## src/rtl/alu_operand_stage.sv

```systemverilog
// Operand-fetch stage ahead of the ALU: owns the register file, tracks
// in-flight destinations with a pending scoreboard, bypasses same-cycle
// writeback data and registers the selected operands for the ALU.

package nand_cpu_pkg;
  typedef enum logic [2:0] {
    ALU_CL   = 3'd0,
    ALU_CP   = 3'd1,
    ALU_LI   = 3'd2,
    ALU_NAND = 3'd3,
    ALU_ADD  = 3'd4,
    ALU_SUB  = 3'd5,
    ALU_SHL  = 3'd6,
    ALU_SHR  = 3'd7
  } ALU_OP;
endpackage

// Operand bundle presented to the ALU.
interface alu_input_ifc;
  import nand_cpu_pkg::*;
  logic [15:0] op0;
  logic [15:0] op1;
  ALU_OP       alu_op;
  modport out (output op0, op1, alu_op);
  modport in  (input  op0, op1, alu_op);
endinterface

module alu_operand_stage
  import nand_cpu_pkg::*;
#(
  parameter  int NUM_REGS = 16,
  localparam int RW       = $clog2(NUM_REGS)
) (
  input  logic          clk,
  input  logic          rst,
  input  logic          in_valid,
  output logic          in_ready,
  input  ALU_OP         in_alu_op,
  input  logic [RW-1:0] in_rd,
  input  logic [RW-1:0] in_rs,
  input  logic          in_use_imm,
  input  logic [5:0]    in_imm,
  input  logic          in_wr,
  alu_input_ifc.out     alu_in,
  output logic          out_valid,
  input  logic          out_ready,
  output logic [RW-1:0] out_rd,
  output logic          out_wr,
  input  logic          wb_en,
  input  logic [RW-1:0] wb_rd,
  input  logic [15:0]   wb_data
);

  logic [NUM_REGS-1:0][15:0] regs;
  logic [NUM_REGS-1:0]       pending;
  logic [NUM_REGS-1:0]       wb_hit;
  logic [NUM_REGS-1:0]       eff_pend;
  logic                      use_op0, use_op1, hazard, accept;
  logic [15:0]               rd_val, rs_val, op0_nxt, op1_nxt;

  // A register being written back this cycle is no longer a hazard: its
  // value is bypassed straight from wb_data.
  always_comb begin
    wb_hit = '0;
    if (wb_en) wb_hit[wb_rd] = 1'b1;
    eff_pend = pending & ~wb_hit;
  end

  // Source usage, hazard detection and handshake.
  always_comb begin
    use_op0  = (in_alu_op != ALU_CL);
    use_op1  = !in_use_imm && (in_alu_op != ALU_CL) && (in_alu_op != ALU_CP);
    hazard   = (use_op0 && eff_pend[in_rd]) ||
               (use_op1 && eff_pend[in_rs]) ||
               (in_wr   && eff_pend[in_rd]);
    in_ready = (!out_valid || out_ready) && !hazard;
    accept   = in_valid && in_ready;
  end

  // Register reads with writeback bypass; unused operands are zeroed so the
  // ALU never sees stale or pending data on a lane it ignores.
  always_comb begin
    rd_val  = (wb_en && wb_rd == in_rd) ? wb_data : regs[in_rd];
    rs_val  = (wb_en && wb_rd == in_rs) ? wb_data : regs[in_rs];
    op0_nxt = use_op0 ? rd_val : 16'h0000;
    if (in_use_imm)   op1_nxt = {10'b0, in_imm};
    else if (use_op1) op1_nxt = rs_val;
    else              op1_nxt = 16'h0000;
  end

  // Register file write port; writes land even if the target is pending.
  always_ff @(posedge clk or posedge rst) begin
    if (rst)        regs <= '0;
    else if (wb_en) regs[wb_rd] <= wb_data;
  end

  // Scoreboard: writeback clears, accept of a writer sets; set is applied
  // last so it wins on a same-register collision.
  always_ff @(posedge clk or posedge rst) begin
    if (rst) begin
      pending <= '0;
    end else begin
      if (wb_en)           pending[wb_rd] <= 1'b0;
      if (accept && in_wr) pending[in_rd] <= 1'b1;
    end
  end

  // Output register: loads on accept, drains when consumed, otherwise holds.
  always_ff @(posedge clk or posedge rst) begin
    if (rst) begin
      out_valid     <= 1'b0;
      alu_in.op0    <= 16'h0000;
      alu_in.op1    <= 16'h0000;
      alu_in.alu_op <= ALU_CL;
      out_rd        <= '0;
      out_wr        <= 1'b0;
    end else if (accept) begin
      out_valid     <= 1'b1;
      alu_in.op0    <= op0_nxt;
      alu_in.op1    <= op1_nxt;
      alu_in.alu_op <= in_alu_op;
      out_rd        <= in_rd;
      out_wr        <= in_wr;
    end else if (out_ready) begin
      out_valid     <= 1'b0;
    end
  end

endmodule

```

## src/flat_wrapper.sv

```systemverilog
// flat-port wrapper written by rule: the top's interface ports become plain ports
module alu_operand_stage_flat import nand_cpu_pkg::*;
#(
  parameter  int NUM_REGS = 16,
  localparam int RW       = $clog2(NUM_REGS)
)
  (clk, rst, in_valid, in_ready, in_alu_op, in_rd, in_rs, in_use_imm, in_imm, in_wr, out_valid, out_ready, out_rd, out_wr, wb_en, wb_rd, wb_data, alu_in_op0, alu_in_op1, alu_in_alu_op);
  alu_input_ifc alu_in_i ();
  input  logic clk;
  input  logic rst;
  input  logic in_valid;
  output logic in_ready;
  input  ALU_OP in_alu_op;
  input  logic [RW-1:0] in_rd;
  input  logic [RW-1:0] in_rs;
  input  logic in_use_imm;
  input  logic [5:0] in_imm;
  input  logic in_wr;
  output logic out_valid;
  input  logic out_ready;
  output logic [RW-1:0] out_rd;
  output logic out_wr;
  input  logic wb_en;
  input  logic [RW-1:0] wb_rd;
  input  logic [15:0] wb_data;
  output wire logic [$bits(alu_in_i.op0)-1:0] alu_in_op0;
  output wire logic [$bits(alu_in_i.op1)-1:0] alu_in_op1;
  output wire logic [$bits(alu_in_i.alu_op)-1:0] alu_in_alu_op;
  assign alu_in_op0 = alu_in_i.op0;
  assign alu_in_op1 = alu_in_i.op1;
  assign alu_in_alu_op = alu_in_i.alu_op;
  alu_operand_stage #(.NUM_REGS(NUM_REGS)) u_core (.clk(clk), .rst(rst), .in_valid(in_valid), .in_ready(in_ready), .in_alu_op(in_alu_op), .in_rd(in_rd), .in_rs(in_rs), .in_use_imm(in_use_imm), .in_imm(in_imm), .in_wr(in_wr), .alu_in(alu_in_i), .out_valid(out_valid), .out_ready(out_ready), .out_rd(out_rd), .out_wr(out_wr), .wb_en(wb_en), .wb_rd(wb_rd), .wb_data(wb_data));
endmodule
```

## config.mk

```make
export PLATFORM = sky130hd
export DESIGN_NAME = alu_operand_stage_flat
export DESIGN_NICKNAME = d
export VERILOG_FILES = /design/src/rtl/alu_operand_stage.sv /design/src/flat_wrapper.sv
export SDC_FILE = /design/constraint.sdc
export NUM_CORES = 1
export LEC_CHECK = 0
export CAP_MARGIN = 0
export CORE_ASPECT_RATIO = 0.75
export CORE_MARGIN = 2
export CORE_UTILIZATION = 45
export CTS_CLUSTER_SIZE = 30
export DETAILED_ROUTE_END_ITERATION = 7
export MAX_ROUTING_LAYER = met4
export PLACE_DENSITY = 0.68
export RECOVER_POWER = 100
export SLEW_MARGIN = 40
export SYNTH_ARGS = -nofsm -noshare
export SYNTH_HDL_FRONTEND = slang
export SYNTH_SLANG_ARGS = --single-unit
```

## constraint.sdc

```tcl
create_clock -name clk -period 13.3 [get_ports clk]
set_input_delay 2.66 -clock clk [delete_from_list [all_inputs] [get_ports clk]]
set_output_delay 2.66 -clock clk [all_outputs]
set_load 0.03 [all_outputs]
```

==> results of run 1 <==
==> Yosys cell counts, types with 2 or more instances <==
master	n	area share
dfrtp_1	313	0.47
mux2_2	272	0.18
mux4_2	160	0.22
clkbuf_1	55	0.012
nor2_1	44	0.0099
mux2i_1	32	0.019
mux2_4	24	0.022
nand2_1	22	0.0049
buf_1	17	0.0038
a32o_1	15	0.0090
buf_2	14	0.0042
o21ai_0	14	0.0042
inv_1	11	0.0025
nand2b_1	9	0.0034
a21oi_1	8	0.0024
o211ai_1	7	0.0031
nor2b_1	6	0.0022
nor3_1	6	0.0018
xor2_1	6	0.0031
buf_6	5	0.0034
nand3_1	4	0.0012
nand3b_1	4	0.0018
a311oi_1	3	0.0016
a31oi_1	2	0.00075
and2_1	2	0.00075
and3_1	2	0.00075
and3b_1	2	0.0010
nor2_2	2	0.00075
o2111ai_1	2	0.0010
o211a_1	2	0.0012
o311ai_0	2	0.0010
o31ai_1	2	0.00090
xnor2_1	2	0.0010
==> report_power, final <==
group,internal (mW),leakage [nW],switching (mW)
clock network,0.587,0.575,0.411
registers,1.19,3.87,0.168
logic,0.475,3.54,0.368
==> stage by stage <==
step	power, mW	worst slack (ns)	cells	cell area, µm²	util
floorplan	1.971	1.982	1090	16760	-
global placement	2.231	4.320	1612	18050	0.4896
detailed placement	2.262	4.324	1616	18170	0.4930
CTS	3.266	4.313	1678	19340	0.5247
global route	3.344	2.583	1678	19060	0.5169
finish	3.199	3.983	1678	19060	0.5169
==> critical path: cells and delay by family <==
kind	cells	cell delay [ns]
AND/OR/NAND/NOR	5	1.64
buffers and inverters	2	1.55
AO/OA/AOI/OAI	2	0.80
==> logic make-up after synthesis <==
family,count (synthesis),synth area share
muxes,488,0.4385
DFF,313,0.4674
and+or+nand+nor,113,0.03420
buffers and inverters,103,0.02658
AOI/OAI and AO/OA,65,0.02912
xor gates and xnor gates,8,0.004182
==> area by class of cell <==
cell class	instances	area, µm²
multi-input combinational	674	8384
timing repair buffer	114	997.2
clock inverter	16	178.9
clock buffer	46	989.7
inverter	11	42.54
sequential	313	7833
fill	3108	17810
tap	504	630.6
==> cell usage in the layout, fill, tap and decap left out, drive strengths merged, types with 5 or more instances in the layout <==
master	n
buf	19
xor2	6
nor2	46
nor2b	6
mux2	296
dlygate4sd3	45
a21oi	8
nor3	6
inv	12
nand2b	9
mux2i	32
nand2	23
a32o	15
o211ai	7
dfrtp	313
o21ai	14
clkinv	9
nand3	5
clkdlybuf4s50	33
clkbuf	63
mux4	160
==> path summary, 6_finish.rpt <==
| path | startpoint | endpoint | slack [ns] | cells past startpoint |
|---|---|---|---|---|
| worst min register to register | u_core.alu_in.op1[1] | u_core.alu_in.op1[1] | 0.48 | 1 |
| worst max register to register | u_core.pending[13] | u_core.alu_in.op1[8] | 9.91 | 7 |
| worst min-delay path | u_core.alu_in.op1[1] | u_core.alu_in.op1[1] | 0.48 | 1 |
| min in group asynchronous | rst | u_core.alu_in.op1[4] | 3.89 | 2 |
| worst max-delay path | wb_rd[0] | in_ready | 3.98 | 9 |
| max in group asynchronous | rst | u_core.regs[91] | 3.99 | 3 |
==> flip-flops by register name, indices dropped and copies added (netlist names) <==
name	count
u_core.regs	256
u_core.alu_in.op0	16
u_core.alu_in.op1	16
u_core.pending	16
u_core.out_rd	4
u_core.alu_in.alu_op	3
u_core.out_valid	1
u_core.out_wr	1
==> routing by layer <==
| layer | vias up | wire, µm |
|---|---|---|
| met5 | - | 0 |
| met4 | 0 | 1197 |
| met3 | 89 | 3374 |
| met2 | 386 | 20160 |
| met1 | 5668 | 20870 |
| li1 | 4353 | - |
==> metrics.txt, run 1 <==
outcome complete, but fails checks; failing checks max-capacitance violations, max-slew violations; Post-synth ARST share 1.000; Post-synth EDFFs 0; most used flip-flop cell after synthesis dfrtp_1; CP arrival 6.66 ns; PwrDens 167.9 nW/µm²; die height 171.1 µm; Die X-Extent 226.8 µm; Hold Path Class flip-flop to flip-flop; share of cells above drive strength 1 0.4378; WS Path Type primary input to output port; RSZ-0062 raised after global routing no; H-tree Lvls 2; WHS 0.4819 ns; antenna violations before repair 0; DRT Pass-1 Iters 5; Leak 7.982 nW; CP max stage delay 0.95 ns; Synth Instances 1090; Syn Area/Cell 15.37 µm²; DR vias 10500; critical path, cell by cell dlygate4sd3_1 > nand2b_1 > nor2_1 > nor3_1 > o311ai_0 > a211oi_1 > nor2_1 > and2_1 > dlygate4sd3_1; gr ovfl total 0; Final HPWL DP 28020 µm; Syn Std Cell Area 16760 µm²; Setup Viol. Count Final 0; Antenna Cells 0; Yosys cell types 52; crit end category output port; Crit-path slowest cell nor2_1; pin count of the biggest net entering global routing 96; Routed Antenna Nets 0; CP Max Fanout 11; hold buffer count at CTS 0; DRC viols 0; All-Layer GR Usage 0.2514; Clock Skew 0.01703 ns; post-CTS sizing 0; grt met3 use 0.05427; sequential share of the synthesized area 0.4674; Synth Net Count 1134; I/O Buffers 85; IO Count 86; global-route wire length before repair 69550 µm; Rows 61; core area 36860 µm²; clk root buf clkbuf_16; Synth Warn # 0; vias per cell 6.255; CTS tree done; RePlAce Congestion 0.9066; f_max 0.1073 GHz; fin nets 1194; worst-case clock buffer depth 3; worst skew pair latency 0.54 ns; vias in the first global route 10700; setup TNS 0 ns; met1 Use GR 0.3676; Layout area overhead 13.72%; M2 GR Usage 0.3547; Initial Util 0.4545; clk slew on worst S/H paths 0.06 ns; CTS Buf Count 36; peak supply drop 0.07592 mV; Period Utilization, post-route 0.7006; relative slew slack -1.926; Final Max Slew Viols 377; CTS Sinks 313; maxcap violations 9; Worst Path Required 10.64 ns; Final Hold Viols 0; number of synthesized register bits 313; Initial DRC Count 1074; Total Wirelength 45600 µm; GR peak layer met1; routed len/inst 27.17 µm; actual slew at the worst max-slew pin 4.366 ns; Die Area 38810 µm²; number of post-CTS setup repair buffers 0; Worst setup SP type primary input; Tmin final 9.317 ns
Power figures use the tool's default switching activity.
==> run 2, diff against run 1 <==
--- a/config.mk
+++ b/config.mk
@@ -12,7 +12,7 @@
 export CTS_CLUSTER_SIZE = 30
 export DETAILED_ROUTE_END_ITERATION = 7
 export MAX_ROUTING_LAYER = met4
-export PLACE_DENSITY = 0.68
+export PLACE_DENSITY = 0.7
 export RECOVER_POWER = 100
 export SLEW_MARGIN = 40
 export SYNTH_ARGS = -nofsm -noshare
==> constraint.sdc (replaced) <==
create_clock -name clk -period 7.7 [get_ports clk]
set_input_delay 1.54 -clock clk [delete_from_list [all_inputs] [get_ports clk]]
set_output_delay 1.54 -clock clk [all_outputs]
set_load 0.03 [all_outputs]
==> run 2 against run 1 <==
  * The run still ends with max-capacitance violations, max-slew violations left
  * Core utilization hardly changed
  * Die area stayed put
  * Critical path depth unchanged
==> metrics.txt, run 2 (synthesized netlist as in run 1, its figures left out) <==
outcome complete, but fails checks; failing checks max-capacitance violations, max-slew violations; WS Path Type primary input to output port; dpl ws 1.273 ns; Layout area overhead 13.70%; Total Wirelength 45210 µm; peak supply drop 0.1549 mV; Worst setup SP type primary input; actual slew at the worst max-slew pin 3.563 ns; Initial DRC Count 899; Top cell by count, worst path dlygate4sd3_1; gr ovfl total 0; DRT Pass-1 Iters 5; clk slew on worst S/H paths 0.06 ns; All-Layer GR Usage 0.2483; Setup Viol. Count Final 0; Worst Path Required 6.16 ns; Reg2Reg Setup Slack 4.14 ns; worst-case clock buffer depth 3; setup TNS 0 ns; vias in the first global route 10640; CTS Buf Count 34; Tmin final 7.048 ns; Routed Antenna Nets 0; Period Utilization, post-route 0.9153; Final HPWL DP 28290 µm; Die X-Extent 226.8 µm; CP arrival 5.51 ns; number of post-CTS setup repair buffers 0; dpl cells 1621; vias per cell 6.226; clk root buf clkbuf_16; hold buffer count at CTS 0; PwrDens 287.4 nW/µm²; share of cells above drive strength 1 0.4417; Final Max Slew Viols 262; Clock Skew 0.01015 ns; Die Area 38810 µm²; Antenna Cells 0; Pwr Total 5.476 mW; H-tree Lvls 2; critical path, cell by cell dlygate4sd3_1 > and3b_1 > nand3_1 > a311oi_1 > or4_1 > nor4_4 > nor2_1 > and2_1 > dlygate4sd3_1; CP max stage delay 0.78 ns; Worst R2R Path Depth 8; relative slew slack -1.375; f_max 0.1419 GHz; antenna violations before repair 1; IO Count 86; count of cells along the worst hold path 1; RePlAce Congestion 0.9147; CP Max Fanout 15; RSZ-0062 raised after global routing no; Cell Count, Final, Fillers Out 1679; R2R Path End u_core.alu_in.op1[8]; max reg flops 256; global-route wire length before repair 68360 µm; DR vias 10450; Rows 61; most common cell after layout, fill and taps aside dfrtp_1; I/O Buffers 85; maxcap violations 7; Crit-path slowest cell nand3_1; Final Hold Viols 0; hold path endpoint u_core.alu_in.op0[1]; CTS Sinks 313; Final WS setup 0.6524 ns; CTS tree done; crit end category output port; fin nets 1197; routed len/inst 26.92 µm; Initial Util 0.4545; commonest non-fill, non-tap cells in the layout 313 x dfrtp_1, 272 x mux2_2, 160 x mux4_2, 46 x dlygate4sd3_1, 44 x nor2_1; post-CTS sizing 0; Hold Path Class flip-flop to flip-flop; die height 171.1 µm; Critical R2R Launch u_core.pending[5]; worst skew pair latency 0.52 ns; Leak 7.991 nW; DRC viols 0; Hold Crit Start u_core.alu_in.op0[1]; largest reg by FF count u_core.regs; core area 36860 µm²; pin count of the biggest net entering global routing 103
## run 2: final cells by class
cell class | instances | area (µm²)
Multi-Input combinational cell | 674 | 8386
Sequential cell | 313 | 7833
Timing Repair Buffer | 119 | 1025
Clock inverter | 14 | 176.4
Clock buffer | 44 | 959.7
Tap cell | 504 | 630.6
Fill cell | 3101 | 17810
Inverter | 11 | 42.54
## run 2: layer usage
metal / up-vias / wire (µm) / global-route usage
li1: 4342 / - / -
met1: 5618 / 20630 / 0.3635
met2: 407 / 19410 / 0.3373
met3: 86 / 3986 / 0.06783
met4: 0 / 1183 / 0.07265
met5: - / 0 / -
## run 2: power by group
group	internal, mW	switching (mW)
Clock	1.01	0.674
Combinational	0.820	0.631
Sequential	2.06	0.284
## run 2: worst max-delay path, delay by kind of cell
| family | cells | cell delay (ns) |
|---|---|---|
| AOI/OAI and AO/OA | 1 | 0.21 |
| buffers and inverters | 2 | 1.44 |
| and+or+nand+nor | 6 | 2.29 |
## run 2: worst max path at each step
stage               startpoint                      end  slack [ns]  cells after the start
detailed placement    wb_rd[3]                 in_ready        1.27                      9
finish                wb_rd[3]                 in_ready        0.65                      9
floorplan                  rst  u_core.alu_in.alu_op[0]        1.99                      1
CTS                   wb_rd[3]                 in_ready        1.26                      9
global route          wb_rd[3]                 in_ready        0.60                      9
global placement      wb_rd[3]                 in_ready        1.29                      9
## run 2: through the flow
| step | area, µm² | util | hold WS [ns] |
|---|---|---|---|
| floorplan | 16760 | - | 0.4595 |
| global placement | 18060 | 0.4900 | 0.4891 |
| detailed placement | 18250 | 0.4950 | 0.4946 |
| CTS | 19380 | 0.5258 | 0.5078 |
| global route | 19050 | 0.5168 | 0.5006 |
| finish | 19050 | 0.5168 | 0.4813 |
